--- src/rtl/firebird7_in_gate1_data_mux_pkg.sv ---
// Shared definitions for the gate1 IJTAG data override mux:
// the per-channel state encoding and the settle-counter width helper.
package firebird7_in_gate1_data_mux_pkg;

  // Per-channel mux state. Settle states sit between the two stable states
  // so a select change never exposes a mix of old and new data.
  typedef enum logic [1:0] {
    FUNC     = 2'd0,
    TO_IJTAG = 2'd1,
    IJTAG    = 2'd2,
    TO_FUNC  = 2'd3
  } state_t;

  // Width of the settle counter. It must hold values up to SETTLE_CYCLES-1.
  // Sizing it for SETTLE_CYCLES+1 values keeps it at least one bit wide.
  function automatic int cnt_width(input int settle_cycles);
    return $clog2(settle_cycles + 1);
  endfunction

endpackage

--- src/rtl/firebird7_in_gate1_data_mux_chan.sv ---
// One channel of the gate1 IJTAG data override mux: the select FSM,
// the settle counter, the optional hold register and the output select.
// Optional feature macro: FIREBIRD7_IN_GATE1_DATA_MUX_HOLD_EN
//   defined     -> the last stable value is driven during settle windows
//   not defined -> zero is driven during settle windows (no hold register)
module firebird7_in_gate1_data_mux_chan
  import firebird7_in_gate1_data_mux_pkg::*;
#(
  parameter int WIDTH         = 19,
  parameter int SETTLE_CYCLES = 2
) (
  input  logic             ijtag_tck,
  input  logic             ijtag_reset,
  input  logic             shadow_sel,
  input  logic [WIDTH-1:0] shadow_data,
  input  logic [WIDTH-1:0] functional_data,
  output logic [WIDTH-1:0] data_out,
  output logic             active,
  output logic             settling
);

  localparam int              CNT_W    = cnt_width(SETTLE_CYCLES);
  localparam logic [CNT_W-1:0] CNT_LOAD = CNT_W'(SETTLE_CYCLES - 1);
  localparam logic [CNT_W-1:0] CNT_ONE  = CNT_W'(1);

  state_t           state;
  logic [CNT_W-1:0] cnt;
  logic [WIDTH-1:0] settle_value;

  // Select FSM and settle counter. A settle window always runs to completion;
  // the stable target state re-evaluates shadow_sel on the following edge.
  always_ff @(posedge ijtag_tck or negedge ijtag_reset) begin
    if (!ijtag_reset) begin
      state <= FUNC;
      cnt   <= '0;
    end else begin
      case (state)
        FUNC: begin
          if (shadow_sel) begin
            state <= TO_IJTAG;
            cnt   <= CNT_LOAD;
          end
        end
        TO_IJTAG: begin
          if (cnt == '0) begin
            state <= IJTAG;
          end else begin
            cnt <= cnt - CNT_ONE;
          end
        end
        IJTAG: begin
          if (!shadow_sel) begin
            state <= TO_FUNC;
            cnt   <= CNT_LOAD;
          end
        end
        TO_FUNC: begin
          if (cnt == '0) begin
            state <= FUNC;
          end else begin
            cnt <= cnt - CNT_ONE;
          end
        end
        default: begin
          state <= FUNC;
          cnt   <= '0;
        end
      endcase
    end
  end

`ifdef FIREBIRD7_IN_GATE1_DATA_MUX_HOLD_EN
  logic [WIDTH-1:0] hold;

  // Capture the value being driven at the moment a settle window opens,
  // so the settle window keeps showing the last stable output.
  always_ff @(posedge ijtag_tck or negedge ijtag_reset) begin
    if (!ijtag_reset) begin
      hold <= '0;
    end else if (state == FUNC && shadow_sel) begin
      hold <= functional_data;
    end else if (state == IJTAG && !shadow_sel) begin
      hold <= shadow_data;
    end
  end

  // Settle windows replay the held value.
  always_comb begin
    settle_value = hold;
  end
`else
  // Settle windows drive a forced-quiet gap.
  always_comb begin
    settle_value = '0;
  end
`endif

  // Output select: live data in FUNC, registered shadow in IJTAG,
  // the settle value while switching.
  always_comb begin
    data_out = functional_data;
    case (state)
      FUNC:     data_out = functional_data;
      IJTAG:    data_out = shadow_data;
      TO_IJTAG: data_out = settle_value;
      TO_FUNC:  data_out = settle_value;
      default:  data_out = functional_data;
    endcase
  end

  // Status flags for the top-level reduction.
  always_comb begin
    active   = (state == IJTAG);
    settling = (state == TO_IJTAG) || (state == TO_FUNC);
  end

endmodule

--- src/rtl/firebird7_in_gate1_tessent_data_mux_sync.sv ---
// Multi-channel, update-synchronised IJTAG data override mux for the gate1
// instrument cluster. It holds the shadow registers loaded on ijtag_ue and
// one select FSM per channel. busy reports any channel inside a settle window.
// Optional feature macro: FIREBIRD7_IN_GATE1_DATA_MUX_HOLD_EN
//   (hold the last stable value during settle windows instead of zero).
module firebird7_in_gate1_tessent_data_mux_sync
  import firebird7_in_gate1_data_mux_pkg::*;
#(
  parameter int WIDTH         = 19,
  parameter int CHANNELS      = 2,
  parameter int SETTLE_CYCLES = 2
) (
  input  logic                      ijtag_tck,
  input  logic                      ijtag_reset,
  input  logic                      ijtag_ue,
  input  logic [CHANNELS-1:0]       ijtag_select_in,
  input  logic [CHANNELS*WIDTH-1:0] ijtag_data_in,
  input  logic [CHANNELS*WIDTH-1:0] functional_data_in,
  output logic [CHANNELS*WIDTH-1:0] data_out,
  output logic [CHANNELS-1:0]       ijtag_active,
  output logic                      busy
);

  logic [CHANNELS*WIDTH-1:0] shadow_data;
  logic [CHANNELS-1:0]       shadow_sel;
  logic [CHANNELS-1:0]       settling;

  // Shadow capture. Data and select requests load together on ijtag_ue,
  // so a channel in IJTAG sees new data exactly one edge after the strobe.
  always_ff @(posedge ijtag_tck or negedge ijtag_reset) begin
    if (!ijtag_reset) begin
      shadow_data <= '0;
      shadow_sel  <= '0;
    end else if (ijtag_ue) begin
      shadow_data <= ijtag_data_in;
      shadow_sel  <= ijtag_select_in;
    end
  end

  for (genvar c = 0; c < CHANNELS; c++) begin : g_chan
    firebird7_in_gate1_data_mux_chan #(
      .WIDTH         (WIDTH),
      .SETTLE_CYCLES (SETTLE_CYCLES)
    ) u_chan (
      .ijtag_tck       (ijtag_tck),
      .ijtag_reset     (ijtag_reset),
      .shadow_sel      (shadow_sel[c]),
      .shadow_data     (shadow_data[c*WIDTH +: WIDTH]),
      .functional_data (functional_data_in[c*WIDTH +: WIDTH]),
      .data_out        (data_out[c*WIDTH +: WIDTH]),
      .active          (ijtag_active[c]),
      .settling        (settling[c])
    );
  end

  // busy is high while any channel is mid-switch.
  always_comb begin
    busy = |settling;
  end

endmodule

--- config.mk ---
export PLATFORM = sky130hd
export DESIGN_NAME = firebird7_in_gate1_tessent_data_mux_sync
export DESIGN_NICKNAME = d
export VERILOG_FILES = /design/src/rtl/firebird7_in_gate1_data_mux_pkg.sv /design/src/rtl/firebird7_in_gate1_data_mux_chan.sv /design/src/rtl/firebird7_in_gate1_tessent_data_mux_sync.sv
export SDC_FILE = /design/constraint.sdc
export NUM_CORES = 1
export LEC_CHECK = 0
export CAP_MARGIN = 20
export CORE_ASPECT_RATIO = 0.8
export CORE_MARGIN = 10
export CORE_UTILIZATION = 37
export DETAILED_ROUTE_END_ITERATION = 16
export GPL_TIMING_DRIVEN = 0
export PLACE_DENSITY = 0.75
export REMOVE_ABC_BUFFERS = 1
export SYNTH_ARGS = -nofsm -noshare
export SYNTH_HDL_FRONTEND = slang
export SYNTH_SLANG_ARGS = --single-unit
--- constraint.sdc ---
create_clock -name ijtag_tck -period 2 [get_ports ijtag_tck]
set_clock_uncertainty 0.15 [all_clocks]
set_input_delay 0.6 -clock ijtag_tck [delete_from_list [all_inputs] [get_ports ijtag_tck]]
set_output_delay 0.6 -clock ijtag_tck [all_outputs]
set_load 0.01 [all_outputs]
==> report_table.html, run 1 <==
<table>
<tr><th>Metric</th><th>Value</th></tr>
<tr><th colspan="2">Run status</th></tr>
<tr><td>Status</td><td>finished, violations left</td></tr>
<tr><td>Violations in the final reports</td><td>negative setup slack</td></tr>
<tr><th colspan="2">Global route</th></tr>
<tr><td>Global-route wire length before repair</td><td>~13,000 um</td></tr>
<tr><td>GR Util All Layers</td><td>between 10% and 20%</td></tr>
<tr><td>Initial antenna violation count</td><td>0</td></tr>
<tr><td>Largest net degree at the start of global routing</td><td>~40</td></tr>
<tr><td>Remaining global-route overflow</td><td>0</td></tr>
<tr><td>Vias in the first global route</td><td>about 2,500</td></tr>
<tr><th colspan="2">Synthesis</th></tr>
<tr><td>Most frequently used cell type in the post-synthesis netlist</td><td>sky130_fd_sc_hd__dfrtp_1</td></tr>
<tr><td>Netlist Area Pre-Place</td><td>0.00255 mm2</td></tr>
<tr><td>Average size of a mapped cell</td><td>11.0 um2</td></tr>
<tr><td>Count of flip-flops with a built-in enable after synthesis</td><td>0</td></tr>
<tr><td>Post-synth top area share</td><td>a little under half</td></tr>
<tr><td>Gate Count Post-Synth</td><td>between 200 and 250</td></tr>
<tr><td>Synth Flop Type</td><td>sky130_fd_sc_hd__dfrtp_1</td></tr>
<tr><td>Synth async-reset ratio</td><td>between 90% and 100%</td></tr>
<tr><td>Yosys synthesis warning count</td><td>0</td></tr>
<tr><td>Leading cell types by count after synthesis</td><td>48 x sky130_fd_sc_hd__dfrtp_1, 40 x sky130_fd_sc_hd__mux2_2, 36 x sky130_fd_sc_hd__nand2_1</td></tr>
<tr><td>Largest area contributor in the synthesized netlist</td><td>sky130_fd_sc_hd__dfrtp_1</td></tr>
<tr><td>Unique cell type count in the Yosys netlist</td><td>32</td></tr>
<tr><td>Post-synthesis sequential element count</td><td>48</td></tr>
<tr><td>Sequential share of the synthesized area</td><td>~47%</td></tr>
<tr><td>Leading post-synthesis cells by cell area</td><td>sky130_fd_sc_hd__dfrtp_1 47%, sky130_fd_sc_hd__mux2_2 18%, sky130_fd_sc_hd__a22o_1 7.6%, sky130_fd_sc_hd__ha_1 5.9%, sky130_fd_sc_hd__nand2_1 5.3%</td></tr>
<tr><th colspan="2">Power</th></tr>
<tr><td>Clock share of power</td><td>approximately 11%</td></tr>
<tr><td>Power density normalized to cell area</td><td>about 1300 mW/mm2</td></tr>
<tr><td>Proportion of total power due to net switching</td><td>between 40% and 50%</td></tr>
<tr><td>Peak supply drop</td><td>between 0.6 and 0.7 mV</td></tr>
<tr><td>Leakage power summed over all cells</td><td>between 1.5 and 2 nW</td></tr>
<tr><td>Relative contribution of sequential cells to total power</td><td>between 20 and 25%</td></tr>
<tr><td>Comb power frac</td><td>65.9%</td></tr>
<tr><td>Internal power component</td><td>~3.3 mW</td></tr>
<tr><td>Switching power total</td><td>about 2.2 mW</td></tr>
<tr><th colspan="2">STA</th></tr>
<tr><td>Unrepaired setup endpoints after global routing</td><td>true</td></tr>
<tr><td>Setup WS post-layout</td><td>-0.347 ns</td></tr>
<tr><td>Maximum clock frequency</td><td>roughly 0.43 GHz</td></tr>
<tr><td>Slew at the pin closest to its max-slew limit</td><td>0.921 ns</td></tr>
<tr><td>Final number of setup-violating endpoints</td><td>42</td></tr>
<tr><td>Final Max Slew Viols</td><td>0</td></tr>
<tr><td>Total count of hold-check failures in the final report</td><td>0</td></tr>
<tr><td>Max transition margin</td><td>between 30% and 40%</td></tr>
<tr><td>Hold slack</td><td>0.130 ns</td></tr>
<tr><td>Share of the clock period used by the worst path after layout</td><td>117%</td></tr>
<tr><td>Min cycle time layout</td><td>about 2.3 ns</td></tr>
<tr><th colspan="2">Place</th></tr>
<tr><td>Post-detail-place hpwl</td><td>roughly 5600 um</td></tr>
<tr><td>IO Port Bufs</td><td>121</td></tr>
<tr><td>Routability cong.</td><td>between 0.7 and 0.8</td></tr>
<tr><td>Cell area reported after detailed placement</td><td>roughly 0.0038 mm2</td></tr>
<tr><th colspan="2">Worst setup path</th></tr>
<tr><td>Path type of the worst setup path</td><td>flop to primary output</td></tr>
<tr><td>Maximum fanout encountered on the critical timing path</td><td>18</td></tr>
<tr><td>Req. time, crit path</td><td>roughly 1.3 ns</td></tr>
<tr><td>Critical-path cell list</td><td>buf_6 &gt; ha_4 &gt; nor2b_4 &gt; buf_12 &gt; a22o_1 &gt; buf_2</td></tr>
<tr><td>Slowest cell on the critical path</td><td>sky130_fd_sc_hd__dfrtp_1</td></tr>
<tr><td>Startpoint type of the worst setup path</td><td>flop</td></tr>
<tr><td>Data arrival time of the critical path</td><td>1.60 ns</td></tr>
<tr><td>Length in cells of the worst reg-to-reg path</td><td>7</td></tr>
<tr><td>Crit end category</td><td>primary output</td></tr>
<tr><td>Longest individual stage delay on the worst path</td><td>approximately 0.41 ns</td></tr>
<tr><th colspan="2">Die</th></tr>
<tr><td>Chip Height</td><td>approximately 94 um</td></tr>
<tr><td>Overall die area</td><td>between 0.01 and 0.015 mm2</td></tr>
<tr><td>Row count</td><td>26</td></tr>
<tr><td>Die boundary width</td><td>113 um</td></tr>
<tr><td>Count of boundary I/O pins</td><td>between 100 and 150</td></tr>
<tr><td>CORE AREA</td><td>between 0.006 and 0.007 mm2</td></tr>
<tr><td>Effective utilization at floorplan</td><td>between 30 and 40%</td></tr>
<tr><th colspan="2">Route</th></tr>
<tr><td>Total number of vias</td><td>roughly 2,400</td></tr>
<tr><td>Number of vias per cell</td><td>5.13</td></tr>
<tr><td>Mean routed wirelength per cell</td><td>roughly 18 um</td></tr>
<tr><td>Residual DRC count</td><td>0</td></tr>
<tr><td>Total Wirelength</td><td>roughly 8400 um</td></tr>
<tr><td>Antenna-violating nets left</td><td>0</td></tr>
<tr><td>Number of violations reported at the end of detailed-routing iteration 0</td><td>122</td></tr>
<tr><td>First-pass iteration count of the detailed router</td><td>6</td></tr>
<tr><th colspan="2">Clocking</th></tr>
<tr><td>Hold bufs inserted after CTS</td><td>0</td></tr>
<tr><td>Clock Sinks</td><td>48</td></tr>
<tr><td>H-tree depth</td><td>2</td></tr>
<tr><td>Number of buffers between clock root and the deepest sink</td><td>2</td></tr>
<tr><td>Clock tree from TritonCTS</td><td>built</td></tr>
<tr><td>Total CTS buffers</td><td>5</td></tr>
<tr><td>Clock Latency Late Sink</td><td>~0.30 ns</td></tr>
<tr><td>Clk pin slew, worst setup/hold paths</td><td>roughly 0.090 ns</td></tr>
<tr><td>Clock tree root buffer cell</td><td>sky130_fd_sc_hd__clkbuf_8</td></tr>
<tr><th colspan="2">Layout</th></tr>
<tr><td>Area grow syn2layout</td><td>66.4%</td></tr>
<tr><td>Fin area</td><td>~0.0042 mm2</td></tr>
<tr><td>Count of antenna diodes in the layout</td><td>0</td></tr>
<tr><td>Total Nets Final</td><td>approximately 470</td></tr>
<tr><td>Fraction of final layout cells with drive strength greater than 1</td><td>45.2%</td></tr>
<tr><th colspan="2">Worst hold path</th></tr>
<tr><td>Class of the tightest hold or removal check</td><td>input port to async pin</td></tr>
<tr><th colspan="2">Run</th></tr>
<tr><td>Maximum Capacitance Violations</td><td>0</td></tr>
</table>
## layout make-up
cell class	instances	area (um2)
inverters	8	35.0
multi-input cells	159	1460
flip-flops and latches	48	1200
clock buffers	6	82.6
clock inverters	2	15.0
repair buffers	153	1350
well taps	84	105
fillers	510	2290
## cells in the final DEF (no fill, tap or decap), types with 2 or more instances in the layout
cell type	instances
sky130_fd_sc_hd__clkdlybuf4s50_1	78
sky130_fd_sc_hd__dfrtp_1	47
sky130_fd_sc_hd__mux2_2	40
sky130_fd_sc_hd__buf_2	39
sky130_fd_sc_hd__a22o_1	22
sky130_fd_sc_hd__nand2_1	21
sky130_fd_sc_hd__buf_4	18
sky130_fd_sc_hd__buf_6	12
sky130_fd_sc_hd__nand2_2	10
sky130_fd_sc_hd__o21ai_2	8
sky130_fd_sc_hd__o21ai_1	8
sky130_fd_sc_hd__clkbuf_8	6
sky130_fd_sc_hd__nand2_4	5
sky130_fd_sc_hd__o21ai_0	4
sky130_fd_sc_hd__inv_1	4
sky130_fd_sc_hd__nor2_1	4
sky130_fd_sc_hd__ha_1	4
sky130_fd_sc_hd__ha_4	4
sky130_fd_sc_hd__ha_2	4
sky130_fd_sc_hd__buf_12	4
sky130_fd_sc_hd__inv_2	2
sky130_fd_sc_hd__nor2b_4	2
sky130_fd_sc_hd__inv_4	2
sky130_fd_sc_hd__nor2_4	2
sky130_fd_sc_hd__a21oi_1	2
sky130_fd_sc_hd__mux2_4	2
sky130_fd_sc_hd__nor3_1	2
sky130_fd_sc_hd__clkinvlp_4	2
## state kept, by name, indices dropped and copies added (netlist names)
| register | cells |
|---|---|
| shadow_sel | 2 |
| shadow_data | 38 |
| g_chan.u_chan.state | 4 |
| g_chan.u_chan.cnt | 4 |
## path summary, 6_finish.rpt
path | slack [ns] | to | startpoint
hold / removal | 0.13 | shadow_data[14]$_DFFE_PN0P_ | ijtag_reset
min in group ijtag_tck | 0.36 | shadow_data[14]$_DFFE_PN0P_ | shadow_data[14]$_DFFE_PN0P_
setup reg to reg | -0.02 | g_chan[1].u_chan.state[1]$_DFFE_PN0P_ | g_chan[1].u_chan.state[1]$_DFFE_PN0P_
setup / recovery | -0.35 | data_out[14] | g_chan[0].u_chan.state[1]$_DFFE_PN0P_
hold reg to reg | 0.36 | shadow_data[14]$_DFFE_PN0P_ | shadow_data[14]$_DFFE_PN0P_
max in group asynchronous | 1.04 | g_chan[1].u_chan.state[0]$_DFFE_PN0P_ | ijtag_reset
## power groups by stage
stage	combinational, mW	clock (mW)	sequential, mW
after floorplan	1.44	0	1.23
after global placement	2.68	0	1.24
after detailed placement	2.74	0	1.26
after CTS	3.23	0.633	1.23
after global routing	3.92	0.684	1.28
final	3.61	0.613	1.26
## timing repair
item | in CTS | in global routing
endpoints found under the setup margin | 44 | 45
gates resized for setup | 215 | 44
pin swaps | 7 | 23
setup buffers | 26 | 5
## cell families after synthesis
family / after synthesis / share of synthesized area, %
AND/OR/NAND/NOR: 50 / 8.29
buffers and inverters: 24 / 4.41
flip-flops: 48 / 47.1
AO/OA/AOI/OAI: 53 / 14.7
multiplexers: 44 / 19.7
adder cells (fa/ha/maj): 12 / 5.89
## metrics by stage
step	setup WS (ns)	setup TNS (ns)	instances	utilization (%)	power [mW]
finish	-0.347	-11.73	460	64.9	5.48
global placement	-1.44	-149.05	420	57.9	3.92
floorplan	-0.549	-13.79	215	-	2.66
global route	-0.425	-15.12	460	64.9	5.88
detailed placement	-1.50	-46.84	421	58.0	4.00
CTS	-0.345	-11.42	455	62.2	5.09
## per-layer routing
layer | GRT usage (%) | up-vias | wire length (um)
met2 | 26.8 | 82 | 4220
met1 | 17.6 | 1157 | 3500
met4 | 3.48 | 0 | 166
met3 | 4.92 | 14 | 504
li1 | - | 1106 | -
met5 | 0 | - | 0
## critical path, delay by kind of cell, from the launching register on
| family | cells | cell delay (ns) |
|---|---|---|
| buffers and inverters | 3 | 0.42 |
| adders and majority gates | 1 | 0.16 |
| DFF | 1 | 0.41 |
| AOI/OAI and AO/OA | 1 | 0.18 |
| and+or+nand+nor | 1 | 0.13 |
(Power assumes the default switching activity.)
==> run 2: changes to the inputs <==
- CORE_ASPECT_RATIO: 0.8 -> 0.9
- GPL_TIMING_DRIVEN: 0 -> not set
==> report_table.html, run 2 (synthesized netlist as in run 1, its figures left out) <==
<table>
<tr><th>Metric</th><th>Value</th></tr>
<tr><th colspan="2">Run status</th></tr>
<tr><td>Status</td><td>finished, violations left</td></tr>
<tr><td>Violations in the final reports</td><td>negative setup slack</td></tr>
<tr><th colspan="2">Place</th></tr>
<tr><td>Number of cells in the design after placement</td><td>~450</td></tr>
<tr><td>Routability cong.</td><td>roughly 0.8</td></tr>
<tr><td>IO Port Bufs</td><td>around 120</td></tr>
<tr><td>Post-detail-place hpwl</td><td>~6000 um</td></tr>
<tr><td>Worst slack at placement</td><td>-0.547 ns</td></tr>
<tr><th colspan="2">Worst hold path</th></tr>
<tr><td>Class of the tightest hold or removal check</td><td>input port to async pin</td></tr>
<tr><th colspan="2">Route</th></tr>
<tr><td>Total number of vias</td><td>2,369</td></tr>
<tr><td>Total Wirelength</td><td>between 8000 and 9000 um</td></tr>
<tr><td>Number of vias per cell</td><td>roughly 5</td></tr>
<tr><td>Number of violations reported at the end of detailed-routing iteration 0</td><td>38</td></tr>
<tr><td>Residual DRC count</td><td>0</td></tr>
<tr><td>First-pass iteration count of the detailed router</td><td>4</td></tr>
<tr><td>Mean routed wirelength per cell</td><td>~18 um</td></tr>
<tr><td>Antenna-violating nets left</td><td>0</td></tr>
<tr><th colspan="2">STA</th></tr>
<tr><td>Min cycle time layout</td><td>approximately 2.4 ns</td></tr>
<tr><td>Final number of setup-violating endpoints</td><td>between 40 and 50</td></tr>
<tr><td>Total count of hold-check failures in the final report</td><td>0</td></tr>
<tr><td>Maximum clock frequency</td><td>roughly 0.42 GHz</td></tr>
<tr><td>Setup WS post-layout</td><td>-0.384 ns</td></tr>
<tr><td>Total Negative Setup Slacks</td><td>-12.52 ns</td></tr>
<tr><td>Final Max Slew Viols</td><td>0</td></tr>
<tr><td>Unrepaired setup endpoints after global routing</td><td>true</td></tr>
<tr><td>Hold slack</td><td>between 0.1 and 0.15 ns</td></tr>
<tr><td>Slew at the pin closest to its max-slew limit</td><td>approximately 0.38 ns</td></tr>
<tr><td>Share of the clock period used by the worst path after layout</td><td>119%</td></tr>
<tr><td>Max transition margin</td><td>around three quarters</td></tr>
<tr><th colspan="2">Clocking</th></tr>
<tr><td>H-tree depth</td><td>2</td></tr>
<tr><td>Hold bufs inserted after CTS</td><td>0</td></tr>
<tr><td>Total CTS buffers</td><td>5</td></tr>
<tr><td>Clock Sinks</td><td>48</td></tr>
<tr><td>Clock Latency Late Sink</td><td>0.30 ns</td></tr>
<tr><td>Clock tree from TritonCTS</td><td>built</td></tr>
<tr><td>Clk pin slew, worst setup/hold paths</td><td>roughly 0.080 ns</td></tr>
<tr><td>Number of buffers between clock root and the deepest sink</td><td>2</td></tr>
<tr><td>Clock tree root buffer cell</td><td>sky130_fd_sc_hd__clkbuf_8</td></tr>
<tr><th colspan="2">Global route</th></tr>
<tr><td>Largest net degree at the start of global routing</td><td>a little over 40</td></tr>
<tr><td>Vias in the first global route</td><td>2,555</td></tr>
<tr><td>Remaining global-route overflow</td><td>0</td></tr>
<tr><td>Global-route wire length before repair</td><td>around 13,000 um</td></tr>
<tr><td>Initial antenna violation count</td><td>0</td></tr>
<tr><td>GR Util All Layers</td><td>between 10% and 20%</td></tr>
<tr><th colspan="2">Die</th></tr>
<tr><td>Chip Height</td><td>98.8 um</td></tr>
<tr><td>CORE AREA</td><td>~0.0067 mm2</td></tr>
<tr><td>Overall die area</td><td>0.0106 mm2</td></tr>
<tr><td>Count of boundary I/O pins</td><td>approximately 120</td></tr>
<tr><td>Die boundary width</td><td>about 110 um</td></tr>
<tr><td>Row count</td><td>28</td></tr>
<tr><td>Effective utilization at floorplan</td><td>between 30% and 40%</td></tr>
<tr><th colspan="2">Layout</th></tr>
<tr><td>Most common cell after layout, fill and taps aside</td><td>sky130_fd_sc_hd__clkdlybuf4s50_1</td></tr>
<tr><td>Filler instances</td><td>about 520</td></tr>
<tr><td>Most frequent cells in the layout</td><td>78 x sky130_fd_sc_hd__clkdlybuf4s50_1, 48 x sky130_fd_sc_hd__dfrtp_1, 40 x sky130_fd_sc_hd__mux2_2, 40 x sky130_fd_sc_hd__buf_2, 26 x sky130_fd_sc_hd__buf_4</td></tr>
<tr><td>Final cell count without fillers</td><td>between 400 and 500</td></tr>
<tr><td>Largest registers in the final layout</td><td>shadow_data x38, g_chan.u_chan.cnt x4, g_chan.u_chan.state x4</td></tr>
<tr><td>Total Nets Final</td><td>between 400 and 500</td></tr>
<tr><td>Max reg flops</td><td>38</td></tr>
<tr><td>Largest reg by FF count</td><td>shadow_data</td></tr>
<tr><td>Count of antenna diodes in the layout</td><td>0</td></tr>
<tr><td>Fraction of final layout cells with drive strength greater than 1</td><td>49.5%</td></tr>
<tr><td>Area grow syn2layout</td><td>75.7%</td></tr>
<tr><th colspan="2">Power</th></tr>
<tr><td>Power density normalized to cell area</td><td>approximately 1300 mW/mm2</td></tr>
<tr><td>Peak supply drop</td><td>approximately 0.83 mV</td></tr>
<tr><td>Clock share of power</td><td>a little under a tenth</td></tr>
<tr><td>Switching power total</td><td>approximately 2.3 mW</td></tr>
<tr><td>Total Power Consumption</td><td>~5.9 mW</td></tr>
<tr><td>Leakage power summed over all cells</td><td>slightly above 2 nW</td></tr>
<tr><td>Relative contribution of sequential cells to total power</td><td>21.2%</td></tr>
<tr><td>Internal power component</td><td>around 3.6 mW</td></tr>
<tr><td>Comb power frac</td><td>69.3%</td></tr>
<tr><td>Proportion of total power due to net switching</td><td>about two fifths</td></tr>
<tr><th colspan="2">Worst setup path</th></tr>
<tr><td>Req. time, crit path</td><td>~1.3 ns</td></tr>
<tr><td>Maximum fanout encountered on the critical timing path</td><td>5</td></tr>
<tr><td>Critical Path Start</td><td>g_chan[0].u_chan.state[0]$_DFFE_PN0P_</td></tr>
<tr><td>Data arrival time of the critical path</td><td>between 1.5 and 2 ns</td></tr>
<tr><td>Beginning of the worst register-to-register path</td><td>g_chan[1].u_chan.state[0]$_DFFE_PN0P_</td></tr>
<tr><td>Path type of the worst setup path</td><td>flop to primary output</td></tr>
<tr><td>Setup slack of the most critical reg-to-reg path</td><td>roughly 0.07 ns</td></tr>
<tr><td>Crit end category</td><td>primary output</td></tr>
<tr><td>Startpoint type of the worst setup path</td><td>flop</td></tr>
<tr><th colspan="2">Run</th></tr>
<tr><td>Maximum Capacitance Violations</td><td>0</td></tr>
</table>
## run 2: cell types whose count changed in the layout (fill, tap and decap cells not counted), moves of 2 or more
cell | previous run | this run
sky130_fd_sc_hd__buf_6 | 12 | 17
sky130_fd_sc_hd__o21ai_1 | 8 | 5
sky130_fd_sc_hd__inv_2 | 2 | 4
sky130_fd_sc_hd__nand2_1 | 21 | 16
sky130_fd_sc_hd__nand2_4 | 5 | 9
sky130_fd_sc_hd__buf_8 | 1 | 3
sky130_fd_sc_hd__ha_4 | 4 | 6
sky130_fd_sc_hd__inv_4 | 2 | 0
sky130_fd_sc_hd__o21ai_2 | 8 | 12
sky130_fd_sc_hd__buf_4 | 18 | 26
sky130_fd_sc_hd__clkbuf_16 | 0 | 2
## run 2: stage by stage
step,util [%],instance area [um2]
6_report,67.3,4480
5_1_grt,67.3,4480
4_1_cts,64.3,4280
3_5_place_dp,60.3,4020
3_3_place_gp,60.3,4020
2_1_floorplan,-,2470
## run 2: final cells by class
class	instances	area [um2]	area share, %
clock inverter	2	12.5	0.279
timing repair buffer	170	1540	34.4
multi-input combinational	159	1510	33.8
tap	90	113	2.51
inverter	8	30.0	0.670
sequential	48	1200	26.8
clock buffer	5	68.8	1.54
## run 2: critical path, cell delays in order, from the launching register on
cell	delay, ns
sky130_fd_sc_hd__dfrtp_1	0.40
sky130_fd_sc_hd__inv_2	0.13
sky130_fd_sc_hd__ha_4	0.15
sky130_fd_sc_hd__nor2b_4	0.24
sky130_fd_sc_hd__buf_6	0.17
sky130_fd_sc_hd__a22o_1	0.13
sky130_fd_sc_hd__buf_2	0.13
## run 2: worst paths after layout
kind	endpoint	depth (start not counted)
min in group ijtag_tck	shadow_data[6]$_DFFE_PN0P_	1
hold reg to reg	shadow_data[6]$_DFFE_PN0P_	1
hold / removal	shadow_data[11]$_DFFE_PN0P_	2
setup reg to reg	g_chan[1].u_chan.state[1]$_DFFE_PN0P_	7
max in group asynchronous	shadow_data[31]$_DFFE_PN0P_	2
setup / recovery	data_out[6]	6
## run 2: timing repair
| action | CTS | global route |
|---|---|---|
| resized for setup | 253 | 36 |
| buffers inserted | 11 | 10 |
| pin swaps | 21 | 19 |
| setup endpoints to repair | 41 | 44 |
| cloned | 4 | 2 |
## run 2: power groups by stage
stage	Clock (mW)	Combinational (mW)	Sequential, mW
floorplan	0	1.44	1.23
global placement	0	3.11	1.23
detailed placement	0	3.19	1.24
CTS	0.564	3.59	1.24
global route	0.618	4.40	1.26
finish	0.553	4.06	1.24
## run 2: layer usage
metal  up-vias  global-route usage (%)  wire [um]
li1       1142                       -          -
met1      1151                    17.1       3430
met2        64                    27.3       4430
met3        12                    4.30        509
met4         0                    3.18        121
met5         -                       0          0
==> run 3: changes to the inputs <==
- CAP_MARGIN: 20 -> not set
- CORE_UTILIZATION: 37 -> 40
- clock period: 2 -> 2.4 ns (I/O delays scaled with it)
==> report_table.html, run 3 (synthesized netlist as in run 1, its figures left out) <==
<table>
<tr><th>Metric</th><th>Value</th></tr>
<tr><th colspan="2">Layout</th></tr>
<tr><td>Max reg flops</td><td>38</td></tr>
<tr><td>Most frequent cells in the layout</td><td>78 x sky130_fd_sc_hd__clkdlybuf4s50_1, 48 x sky130_fd_sc_hd__dfrtp_1, 40 x sky130_fd_sc_hd__mux2_2, 39 x sky130_fd_sc_hd__buf_2</td></tr>
<tr><td>Area grow syn2layout</td><td>61.6%</td></tr>
<tr><td>Largest reg by FF count</td><td>shadow_data</td></tr>
<tr><td>Largest registers in the final layout</td><td>shadow_data x38, g_chan.u_chan.cnt x4, g_chan.u_chan.state x4</td></tr>
<tr><td>Fin area</td><td>roughly 0.0041 mm2</td></tr>
<tr><td>Total Nets Final</td><td>roughly 460</td></tr>
<tr><td>Count of antenna diodes in the layout</td><td>0</td></tr>
<tr><td>Most common cell after layout, fill and taps aside</td><td>sky130_fd_sc_hd__clkdlybuf4s50_1</td></tr>
<tr><td>Fraction of final layout cells with drive strength greater than 1</td><td>between 40 and 50%</td></tr>
<tr><th colspan="2">Global route</th></tr>
<tr><td>Global Route met1 Usage</td><td>a little under a fifth</td></tr>
<tr><td>Global routing met3 resource utilization</td><td>roughly 3.8%</td></tr>
<tr><td>Global-route wire length before repair</td><td>between 10,000 and 15,000 um</td></tr>
<tr><td>Met2 track demand over resource in global routing</td><td>26.7%</td></tr>
<tr><td>Remaining global-route overflow</td><td>0</td></tr>
<tr><td>Largest net degree at the start of global routing</td><td>32</td></tr>
<tr><td>Vias in the first global route</td><td>between 2,000 and 2,500</td></tr>
<tr><td>GR Util All Layers</td><td>roughly 15%</td></tr>
<tr><td>Gr busiest metal</td><td>met2</td></tr>
<tr><td>Initial antenna violation count</td><td>0</td></tr>
<tr><th colspan="2">Clocking</th></tr>
<tr><td>Clock Sinks</td><td>48</td></tr>
<tr><td>Clock tree root buffer cell</td><td>sky130_fd_sc_hd__clkbuf_8</td></tr>
<tr><td>Clock tree from TritonCTS</td><td>built</td></tr>
<tr><td>Hold bufs inserted after CTS</td><td>0</td></tr>
<tr><td>H-tree depth</td><td>2</td></tr>
<tr><td>Clock Latency Late Sink</td><td>roughly 0.3 ns</td></tr>
<tr><td>Total CTS buffers</td><td>5</td></tr>
<tr><td>Number of buffers between clock root and the deepest sink</td><td>2</td></tr>
<tr><td>Clk pin slew, worst setup/hold paths</td><td>around 0.080 ns</td></tr>
<tr><th colspan="2">Run status</th></tr>
<tr><td>Violations in the final reports</td><td>negative setup slack</td></tr>
<tr><td>Status</td><td>finished, violations left</td></tr>
<tr><th colspan="2">STA</th></tr>
<tr><td>Share of the clock period used by the worst path after layout</td><td>103%</td></tr>
<tr><td>Hold slack</td><td>between 0.2 and 0.25 ns</td></tr>
<tr><td>Unrepaired setup endpoints after global routing</td><td>true</td></tr>
<tr><td>Slew at the pin closest to its max-slew limit</td><td>between 0.4 and 0.5 ns</td></tr>
<tr><td>Setup WS post-layout</td><td>-0.0792 ns</td></tr>
<tr><td>Total count of hold-check failures in the final report</td><td>0</td></tr>
<tr><td>Final Max Slew Viols</td><td>0</td></tr>
<tr><td>Max transition margin</td><td>66.8%</td></tr>
<tr><td>Maximum clock frequency</td><td>around 0.4 GHz</td></tr>
<tr><td>Final number of setup-violating endpoints</td><td>18</td></tr>
<tr><td>Min cycle time layout</td><td>approximately 2.5 ns</td></tr>
<tr><th colspan="2">Die</th></tr>
<tr><td>Count of boundary I/O pins</td><td>roughly 120</td></tr>
<tr><td>Effective utilization at floorplan</td><td>around two fifths</td></tr>
<tr><td>Row count</td><td>27</td></tr>
<tr><td>CORE AREA</td><td>0.00615 mm2</td></tr>
<tr><td>Die boundary width</td><td>roughly 100 um</td></tr>
<tr><td>Overall die area</td><td>0.00998 mm2</td></tr>
<tr><td>Chip Height</td><td>~96 um</td></tr>
<tr><th colspan="2">Worst setup path</th></tr>
<tr><td>Crit end category</td><td>primary output</td></tr>
<tr><td>Critical-path cell list</td><td>inv_2 &gt; ha_4 &gt; nor2b_4 &gt; buf_6 &gt; a22o_1 &gt; buf_2</td></tr>
<tr><td>Longest individual stage delay on the worst path</td><td>roughly 0.40 ns</td></tr>
<tr><td>Setup slack of the most critical reg-to-reg path</td><td>roughly 0.50 ns</td></tr>
<tr><td>Startpoint type of the worst setup path</td><td>flop</td></tr>
<tr><td>Maximum fanout encountered on the critical timing path</td><td>4</td></tr>
<tr><td>Req. time, crit path</td><td>between 1.5 and 2 ns</td></tr>
<tr><td>Data arrival time of the critical path</td><td>~1.6 ns</td></tr>
<tr><td>Slowest cell on the critical path</td><td>sky130_fd_sc_hd__dfrtp_1</td></tr>
<tr><td>Path type of the worst setup path</td><td>flop to primary output</td></tr>
<tr><th colspan="2">Power</th></tr>
<tr><td>Leakage power summed over all cells</td><td>roughly 1.8 nW</td></tr>
<tr><td>Power density normalized to cell area</td><td>1030 mW/mm2</td></tr>
<tr><td>Comb power frac</td><td>between 60% and 70%</td></tr>
<tr><td>Total Power Consumption</td><td>about 4.3 mW</td></tr>
<tr><td>Internal power component</td><td>about 2.6 mW</td></tr>
<tr><td>Relative contribution of sequential cells to total power</td><td>between 20 and 25%</td></tr>
<tr><td>Switching power total</td><td>1.66 mW</td></tr>
<tr><td>Proportion of total power due to net switching</td><td>39.0%</td></tr>
<tr><td>Clock share of power</td><td>12.1%</td></tr>
<tr><td>Peak supply drop</td><td>between 0.7 and 0.8 mV</td></tr>
<tr><th colspan="2">Route</th></tr>
<tr><td>Mean routed wirelength per cell</td><td>17.7 um</td></tr>
<tr><td>Number of violations reported at the end of detailed-routing iteration 0</td><td>40</td></tr>
<tr><td>First-pass iteration count of the detailed router</td><td>4</td></tr>
<tr><td>Total Wirelength</td><td>8110 um</td></tr>
<tr><td>Number of vias per cell</td><td>4.88</td></tr>
<tr><td>Antenna-violating nets left</td><td>0</td></tr>
<tr><td>Residual DRC count</td><td>0</td></tr>
<tr><td>Total number of vias</td><td>approximately 2,200</td></tr>
<tr><th colspan="2">Place</th></tr>
<tr><td>IO Port Bufs</td><td>roughly 120</td></tr>
<tr><td>Routability cong.</td><td>roughly 0.77</td></tr>
<tr><td>Post-detail-place hpwl</td><td>just under 6000 um</td></tr>
<tr><td>Cell area reported after detailed placement</td><td>between 0.003 and 0.004 mm2</td></tr>
<tr><td>Worst slack at placement</td><td>-0.351 ns</td></tr>
<tr><th colspan="2">Worst hold path</th></tr>
<tr><td>Class of the tightest hold or removal check</td><td>input port to async pin</td></tr>
<tr><th colspan="2">Run</th></tr>
<tr><td>Maximum Capacitance Violations</td><td>0</td></tr>
</table>
run 3: routing by layer:
layer | vias to the layer above | part of all wire, % | wire (um)
li1 | 1094 | - | -
met1 | 1069 | 44 | 3570
met2 | 63 | 51 | 4110
met3 | 9 | 3.9 | 313
met4 | 0 | 1.4 | 113
met5 | - | 0 | 0
run 3: what timing repair did:
item	in CTS	in global routing
gates resized for setup	150	88
cloned	3	4
buffers inserted	1	1
endpoints found under the setup margin	41	36
pin swaps	4	10
run 3: layout make-up:
| cell class | count | area, um2 |
|---|---|---|
| multi-input combinational | 159 | 1370 |
| tap | 87 | 109 |
| timing repair buffer | 149 | 1310 |
| fill | 518 | 2020 |
| inverter | 8 | 30.0 |
| clock buffer | 7 | 96.3 |
| sequential | 48 | 1200 |
run 3: worst paths after layout:
check | startpoint | end | cells after the start
worst max-delay path | g_chan[0].u_chan.state[0]$_DFFE_PN0P_ | data_out[5] | 6
worst min-delay path | ijtag_reset | g_chan[1].u_chan.state[1]$_DFFE_PN0P_ | 1
worst max register to register | g_chan[1].u_chan.state[1]$_DFFE_PN0P_ | g_chan[1].u_chan.state[1]$_DFFE_PN0P_ | 6
worst min register to register | shadow_data[33]$_DFFE_PN0P_ | shadow_data[33]$_DFFE_PN0P_ | 1
max in group asynchronous | ijtag_reset | shadow_data[34]$_DFFE_PN0P_ | 2
min in group ijtag_tck | shadow_data[33]$_DFFE_PN0P_ | shadow_data[33]$_DFFE_PN0P_ | 1
run 3: metrics by stage:
stage          TNS, ns  instances  utilization, %
2_1_floorplan    -4.92        215               -
3_3_place_gp    -11.95        445            64.8
3_5_place_dp    -12.27        445            64.8
4_1_cts          -2.96        455            65.8
5_1_grt          -3.34        458            67.1
6_report        -0.912        458            67.1
run 3: critical path: cells and delay by family (launching register included):
kind | cells | cell delay [ns]
and+or+nand+nor | 1 | 0.22
AOI/OAI and AO/OA | 1 | 0.14
adders and majority gates | 1 | 0.15
buffers and inverters | 3 | 0.40
DFF | 1 | 0.40
run 3: power groups by stage:
| stage | clock network (mW) | logic, mW | registers, mW |
|---|---|---|---|
| 2_1_floorplan | 0 | 1.20 | 1.02 |
| 3_3_place_gp | 0 | 2.53 | 1.02 |
| 3_5_place_dp | 0 | 2.60 | 1.03 |
| 4_1_cts | 0.531 | 2.48 | 1.02 |
| 5_1_grt | 0.567 | 2.95 | 1.05 |
| 6_report | 0.514 | 2.72 | 1.03 |
